`src/rtl/gru_pkg.sv`:
```
// Shared constants and encodings for the GRU gate activation path.
// Q4.4 lane format, activation selects and controller states.
package gru_pkg;

    localparam int GRU_DATA_WIDTH = 8;
    localparam int GRU_FRAC       = 4;
    localparam int ONE            = 16;
    localparam int HALF           = 8;

    localparam int ACT_SIGMOID = 0;
    localparam int ACT_TANH    = 1;

    typedef enum logic [1:0] {
        S_WX  = 2'd0,
        S_UH  = 2'd1,
        S_ACT = 2'd2,
        S_OUT = 2'd3
    } gate_state_t;

endpackage

```
`src/rtl/gru_lane_act.sv`:
```
// Single-lane three-way add, saturate and activate.
// Purely combinational; shared by the gate and candidate stages.
module gru_lane_act
    import gru_pkg::*;
#(
    parameter int DATA_WIDTH = 8,
    parameter int FRAC       = 4,
    parameter int ACT        = 0
) (
    input  logic [DATA_WIDTH-1:0] i_wx,
    input  logic [DATA_WIDTH-1:0] i_uh,
    input  logic [DATA_WIDTH-1:0] i_b,
    output logic [DATA_WIDTH-1:0] o_y
);

    localparam int SW = DATA_WIDTH + 2;
    localparam int W1 = DATA_WIDTH + 1;

    localparam logic signed [SW-1:0] SUM_MAX =
        {3'b000, {(DATA_WIDTH-1){1'b1}}};
    localparam logic signed [SW-1:0] SUM_MIN =
        {3'b111, {(DATA_WIDTH-1){1'b0}}};
    localparam logic signed [DATA_WIDTH-1:0] SAT_MAX =
        {1'b0, {(DATA_WIDTH-1){1'b1}}};
    localparam logic signed [DATA_WIDTH-1:0] SAT_MIN =
        {1'b1, {(DATA_WIDTH-1){1'b0}}};
    localparam logic signed [DATA_WIDTH-1:0] ONE_D =
        DATA_WIDTH'(1 << FRAC);
    localparam logic signed [DATA_WIDTH-1:0] NEG_ONE_D = -ONE_D;
    localparam logic signed [W1-1:0] ONE_W  = W1'(1 << FRAC);
    localparam logic signed [W1-1:0] HALF_W = W1'(1 << (FRAC - 1));

    logic signed [SW-1:0]         w_sum;
    logic signed [DATA_WIDTH-1:0] w_sat;
    logic signed [W1-1:0]         w_sig;
    logic [DATA_WIDTH-1:0]        w_y_sig;
    logic [DATA_WIDTH-1:0]        w_y_tanh;

    // add, saturate to lane range, then both activation curves
    always_comb begin
        w_sum = SW'($signed(i_wx)) + SW'($signed(i_uh))
              + SW'($signed(i_b));

        if (w_sum > SUM_MAX)
            w_sat = SAT_MAX;
        else if (w_sum < SUM_MIN)
            w_sat = SAT_MIN;
        else
            w_sat = w_sum[DATA_WIDTH-1:0];

        // hard-sigmoid: slope 1/4 around 0.5, clamped to [0, 1]
        w_sig = W1'(w_sat >>> 2) + HALF_W;
        if (w_sig[W1-1])
            w_y_sig = '0;
        else if (w_sig > ONE_W)
            w_y_sig = ONE_D;
        else
            w_y_sig = w_sig[DATA_WIDTH-1:0];

        // hard-tanh: identity clamped to [-1, 1]
        if (w_sat > ONE_D)
            w_y_tanh = ONE_D;
        else if (w_sat < NEG_ONE_D)
            w_y_tanh = NEG_ONE_D;
        else
            w_y_tanh = w_sat;

        o_y = (ACT == ACT_TANH) ? w_y_tanh : w_y_sig;
    end

endmodule

```
`src/rtl/gru_gate_act.sv`:
```
// GRU gate collector: gathers W.x and U.h vectors, then
// activates one lane per cycle through a shared lane unit.
module gru_gate_act
    import gru_pkg::*;
#(
    parameter int H          = 6,
    parameter int DATA_WIDTH = 8,
    parameter int FRAC       = 4,
    parameter int ACT        = 0
) (
    input  logic                    clk,
    input  logic                    rst,
    input  logic                    in_valid,
    output logic                    in_ready,
    input  logic                    in_sel,
    input  logic [H*DATA_WIDTH-1:0] in_data,
    input  logic [H*DATA_WIDTH-1:0] bias_in,
    output logic                    out_valid,
    input  logic                    out_ready,
    output logic [H*DATA_WIDTH-1:0] out_data,
    output logic                    seq_err
);

    localparam int CW = (H > 1) ? $clog2(H) : 1;
    localparam logic [CW-1:0] LAST = CW'(H - 1);

    gate_state_t             r_state;
    logic [H*DATA_WIDTH-1:0] r_wx;
    logic [H*DATA_WIDTH-1:0] r_uh;
    logic [H*DATA_WIDTH-1:0] r_b;
    logic [H*DATA_WIDTH-1:0] r_out;
    logic [CW-1:0]           r_cnt;
    logic                    r_in_ready;
    logic                    r_out_valid;
    logic                    r_seq_err;

    logic [DATA_WIDTH-1:0]   w_wx;
    logic [DATA_WIDTH-1:0]   w_uh;
    logic [DATA_WIDTH-1:0]   w_b;
    logic [DATA_WIDTH-1:0]   w_y;
    logic                    w_hs;

    assign w_hs = in_valid && r_in_ready;
    assign w_wx = r_wx[r_cnt*DATA_WIDTH +: DATA_WIDTH];
    assign w_uh = r_uh[r_cnt*DATA_WIDTH +: DATA_WIDTH];
    assign w_b  = r_b[r_cnt*DATA_WIDTH +: DATA_WIDTH];

    gru_lane_act #(
        .DATA_WIDTH (DATA_WIDTH),
        .FRAC       (FRAC),
        .ACT        (ACT)
    ) u_lane (
        .i_wx (w_wx),
        .i_uh (w_uh),
        .i_b  (w_b),
        .o_y  (w_y)
    );

    // sequence beats, sweep lanes, hold result until taken
    always_ff @(posedge clk) begin
        if (rst) begin
            r_state     <= S_WX;
            r_wx        <= '0;
            r_uh        <= '0;
            r_b         <= '0;
            r_out       <= '0;
            r_cnt       <= '0;
            r_in_ready  <= 1'b1;
            r_out_valid <= 1'b0;
            r_seq_err   <= 1'b0;
        end else begin
            r_seq_err <= 1'b0;
            unique case (r_state)
                S_WX: begin
                    if (w_hs) begin
                        if (!in_sel) begin
                            r_wx    <= in_data;
                            r_state <= S_UH;
                        end else begin
                            r_seq_err <= 1'b1;
                        end
                    end
                end
                S_UH: begin
                    if (w_hs) begin
                        if (in_sel) begin
                            r_uh       <= in_data;
                            r_b        <= bias_in;
                            r_cnt      <= '0;
                            r_in_ready <= 1'b0;
                            r_state    <= S_ACT;
                        end else begin
                            r_wx      <= in_data;
                            r_seq_err <= 1'b1;
                        end
                    end
                end
                S_ACT: begin
                    r_out[r_cnt*DATA_WIDTH +: DATA_WIDTH] <= w_y;
                    if (r_cnt == LAST) begin
                        r_out_valid <= 1'b1;
                        r_state     <= S_OUT;
                    end else begin
                        r_cnt <= r_cnt + 1'b1;
                    end
                end
                S_OUT: begin
                    if (out_ready) begin
                        r_out_valid <= 1'b0;
                        r_in_ready  <= 1'b1;
                        r_state     <= S_WX;
                    end
                end
                default: r_state <= S_WX;
            endcase
        end
    end

    assign in_ready  = r_in_ready;
    assign out_valid = r_out_valid;
    assign out_data  = r_out;
    assign seq_err   = r_seq_err;

endmodule

```
`config.mk`:
```
export PLATFORM = sky130hd
export DESIGN_NAME = gru_gate_act
export DESIGN_NICKNAME = d
export VERILOG_FILES = /design/src/rtl/gru_pkg.sv /design/src/rtl/gru_lane_act.sv /design/src/rtl/gru_gate_act.sv
export SDC_FILE = /design/constraint.sdc
export NUM_CORES = 1
export LEC_CHECK = 0
export BUFFER_PORTS_ARGS = -buffer_cell sky130_fd_sc_hd__buf_2
export CAP_MARGIN = 20
export CORE_MARGIN = 8
export CORE_UTILIZATION = 56
export DETAILED_ROUTE_END_ITERATION = 12
export PLACE_DENSITY_LB_ADDON = 0.15
export SLEW_MARGIN = 20
export SYNTH_ARGS = -nofsm -noshare
export SYNTH_HDL_FRONTEND = slang
export SYNTH_SLANG_ARGS = --single-unit
```
`constraint.sdc`:
```
create_clock -name clk -period 7.45 [get_ports clk]
set_input_delay 1.49 -clock clk [delete_from_list [all_inputs] [get_ports clk]]
set_output_delay 1.49 -clock clk [all_outputs]
set_load 0.03 [all_outputs]
```
==> flow_metrics.env <==
export IMPL_reg_to_reg_endpoint="out_data[11]"
export IMPL_drt_first_pass_iters=7
export IMPL_grt_antenna_before_repair=0
export IMPL_synth_cells=1037
export IMPL_cts_made_buffers=17
export IMPL_routedLengthMet1_mm=9.74
export IMPL_clkTransAtPathRegs_ns=0.07
export IMPL_synth_seq_area_share_pct=44.2
export IMPL_critical_path_max_fanout=55
export IMPL_critPathSlowestCell="sky130_fd_sc_hd__dfxtp_4"
export IMPL_finalWorstPathRequiredPeriod_ns=5.79
export IMPL_clock_path_buffers=2
export IMPL_slew_violations=0
export IMPL_rsz_0062_raised_after_global_routing="no"
export IMPL_numPlacedInstances=1306
export IMPL_final_min_period_over_clock_period_pct=77.7
export IMPL_syn_to_final_growth_pct=15.0
export IMPL_reg2reg_depth=18
export IMPL_wl_met3_mm=1.11
export IMPL_num_rows=45
export IMPL_cellInternalPower_mw=1.80
export IMPL_buffer_ports_inserted=139
export IMPL_ys_warn_count=0
export IMPL_coreArea_sq_um=15000
export IMPL_postCtsSetupRepairBufs=0
export IMPL_cp_required_ns=7.81
export IMPL_synth_cell_type_count=49
export IMPL_post_synth_cell_area_avg_sq_um=8.22
export IMPL_share_seq_of_total_power_pct=42.2
export IMPL_fin_skew_ns=0.00851
export IMPL_postSynthRegisterBits=188
export IMPL_grt_start_max_net_pins=108
export IMPL_worst_skew_pair_late_latency_ns=0.44
export IMPL_cts_resized=0
export IMPL_vias_per_cell=5.53
export IMPL_tritoncts_num_sinks=188
export IMPL_power_density_cell_area_nw_per_um2=276
export IMPL_die_width_um=139
export IMPL_cts_hold_fix_buffers=0
export IMPL_fmaxAchievable_mhz=173
export IMPL_hold_path_startpoint="out_data[25]"
export IMPL_tritoncts="built"
export IMPL_leakagePower_nw=3.69
export IMPL_timing_hold_worst_path_depth=2
export IMPL_floorplan_io_pins=152
export IMPL_timing_setup_critical_path_class="reg -> reg"
export IMPL_detailedPlacementHpwl_mm=14.8
export IMPL_ys_async_sr_fraction_pct=0
export IMPL_critPathMostFrequentCell="sky130_fd_sc_hd__nand2_1"
export IMPL_wl_per_cell_um=16.2
export IMPL_register_area_sq_um=3770
export IMPL_power_clock_fraction_pct=32.0
export IMPL_cts_htree_levels=4
export IMPL_clock_tree_root_cell="sky130_fd_sc_hd__clkbuf_16"
export IMPL_nNetsFinal=1267
export IMPL_globalRouteOverflowTotal=0
export IMPL_chipHeight_um=139
export IMPL_ir_worst_vdd_v=0.000189
export IMPL_detail_route_wirelength_mm=21.6
export IMPL_detailroute_via_count=7392
export IMPL_min_path_type="reg -> reg"
export IMPL_arrival_ns=6.15
export IMPL_setup_viol=0
export IMPL_cp_buffers_inverters=0
export IMPL_dr_first_iter_drc_count=683
export IMPL_antenna_cells=0
export IMPL_timing_critical_path_max_delay_family="simple AND/OR/NAND/NOR gates"
export IMPL_first_global_vias=7112
export IMPL_worst_slew_pin_transition_ns=1.11
export IMPL_cells_traversed_along_the_worst_timing_path="mux4_2 -> nand2_1 -> o21ai_0 -> fa_1 -> ha_1 -> fa_1 -> a211oi_2 -> o31ai_4 -> xor2_2 -> nor3_1 -> nand2b_1 -> nand2_1 -> and2_1 -> ha_1 -> nor4b_1 -> nand2_1 -> or3_1 -> a21oi_1"
export IMPL_floorplan_initialDensity_pct=56.7
export IMPL_dieArea_sq_um=19400
export IMPL_comb_power_share_pct=25.8
export IMPL_final_cell_count_no_fill=1337
export IMPL_timing_setup_tns_ns=0
export IMPL_num_fill_cells=1339
export IMPL_place_congestion=0.839
export IMPL_ys_flop_type="sky130_fd_sc_hd__dfxtp_1"
export IMPL_routed_top_layer="met4"
export IMPL_max_slew_headroom_pct=25.8
export IMPL_worstReg2RegStart="r_cnt[0]"
export IMPL_worst_setup_path_start_kind="flip-flop"
export IMPL_layout_cell_share_with_drive_strength_beyond_1_pct=18.3
export IMPL_multi_input_area_sq_um=4420
export IMPL_ant_nets=0
export IMPL_wire_length_of_the_first_global_routing_pass_mm=35.5
export IMPL_slowest_delay_ns=0.98
export IMPL_hold_path_endpoint="out_data[25]"
export IMPL_route_met2_wl_mm=10.4
export IMPL_total_switching_power_mw=0.904
export IMPL_drv_cap=0
export IMPL_netSwitchingFraction_pct=33.4
export IMPL_r2r_setup_slack_ns=1.66
export IMPL_mapped_area_sq_um=8520
export IMPL_final_hold_viol_count=0
export IMPL_synth_edff_count=0
export IMPL_track_usage_pct=22.4
export IMPL_outcome="complete, no violations"
export IMPL_detail_route_drc_violations=0
export IMPL_critical_path_endpoint_type="flip-flop"
-- layer usage --
layer | vias up | GRT usage (%)
met5 | - | 0
li1 | 3662 | -
met2 | 212 | 36.6
met1 | 3491 | 28.7
met4 | 0 | 7.86
met3 | 27 | 4.86
-- synth_stat cells (all sizes together) (4+ instances only) --
library cell	instances	area [sq um]
ha	20	250
o21ai	37	185
mux4	24	541
clkbuf	55	206
nor3	6	30.0
a22oi	7	52.6
nand2b	5	31.3
fa	9	180
nand2	348	1310
nand3	6	30.0
and2	7	43.8
buf	22	128
inv	14	52.6
nor2	36	135
a211oi	4	35.0
or3	4	25.0
o22ai	4	25.0
a21oi	171	856
mux2i	30	300
dfxtp	188	3760
-- cells in the final DEF (no fill, tap or decap), types with 7 or more instances in the layout --
master                        n
sky130_fd_sc_hd__nand2_1    346
sky130_fd_sc_hd__buf_2      138
sky130_fd_sc_hd__buf_4        9
sky130_fd_sc_hd__conb_1      12
sky130_fd_sc_hd__mux2i_1     30
sky130_fd_sc_hd__clkbuf_16   17
sky130_fd_sc_hd__nor2_1      34
sky130_fd_sc_hd__o21ai_0     29
sky130_fd_sc_hd__fa_1         9
sky130_fd_sc_hd__o21ai_1      8
sky130_fd_sc_hd__ha_1        20
sky130_fd_sc_hd__mux4_2      24
sky130_fd_sc_hd__and2_1       7
sky130_fd_sc_hd__inv_1       14
sky130_fd_sc_hd__a21oi_1    171
sky130_fd_sc_hd__a22oi_1      7
sky130_fd_sc_hd__dfxtp_1    187
-- how the worst max path moves through the flow --
stage	startpoint	endpoint	slack, ns	cells after the start
4_1_cts	r_cnt[0]	out_data[11]	1.66	18
6_report	r_cnt[0]	out_data[11]	1.66	18
3_5_place_dp	r_cnt[0]	out_data[11]	1.70	18
5_1_grt	r_cnt[0]	out_data[11]	1.32	18
3_3_place_gp	r_cnt[0]	out_data[11]	1.80	18
2_1_floorplan	r_cnt[0]	out_data[11]	1.92	22
-- sequential cells by signal, indices dropped and copies added (netlist names) --
signal     flops
out_valid      1
seq_err        1
in_ready       1
r_cnt          3
out_data      36
r_uh          48
r_wx          48
r_state        2
r_b           48
-- layout make-up --
class	instances	share of cell area, %
Clock buffer	19	4.52
Clock inverter	12	1.16
Multi-Input combinational cell	767	45.1
Tap cell	188	2.40
Sequential cell	188	38.5
Timing Repair Buffer	147	7.74
Inverter	16	0.613
-- stage by stage --
step | setup slack (ns) | hold slack (ns) | total power, mW | utilization, % | instance area, sq um
final | 1.66 | 0.446 | 2.71 | 65.2 | 9800
after global routing | 1.32 | 0.472 | 2.84 | 65.2 | 9800
after CTS | 1.66 | 0.448 | 2.72 | 65.2 | 9800
after detailed placement | 1.70 | 0.438 | 1.86 | 61.5 | 9240
after global placement | 1.80 | 0.433 | 1.84 | 61.5 | 9240
after floorplan | 1.92 | 0.433 | 1.67 | - | 8560
-- power by group through the flow --
stage | registers (mW) | logic, mW | clock network [mW]
floorplan | 1.15 | 0.520 | 0
global placement | 1.16 | 0.683 | 0
detailed placement | 1.16 | 0.694 | 0
CTS | 1.14 | 0.698 | 0.876
global route | 1.15 | 0.775 | 0.913
finish | 1.14 | 0.698 | 0.867
-- logic make-up after synthesis --
logic type / Yosys count / synth area share (%)
AO/OA/AOI/OAI: 239 / 15.4
XOR/XNOR: 5 / 0.602
adder cells (fa/ha/maj): 29 / 5.05
buffers and inverters: 93 / 4.63
flip-flops: 188 / 44.2
multiplexers: 54 / 9.87
other: 1 / 0.0440
AND/OR/NAND/NOR: 428 / 20.2
-- worst register-to-register path: cells and delay by family, from the launching register on --
| kind | cells | cell delay, ns |
|---|---|---|
| simple gates | 8 | 1.72 |
| fa+ha+maj | 4 | 1.44 |
| flops | 1 | 0.98 |
| compound gates | 4 | 0.73 |
| mux | 1 | 0.66 |
| xor+xnor | 1 | 0.19 |
Note: power is estimated with default switching activity, not from simulation.
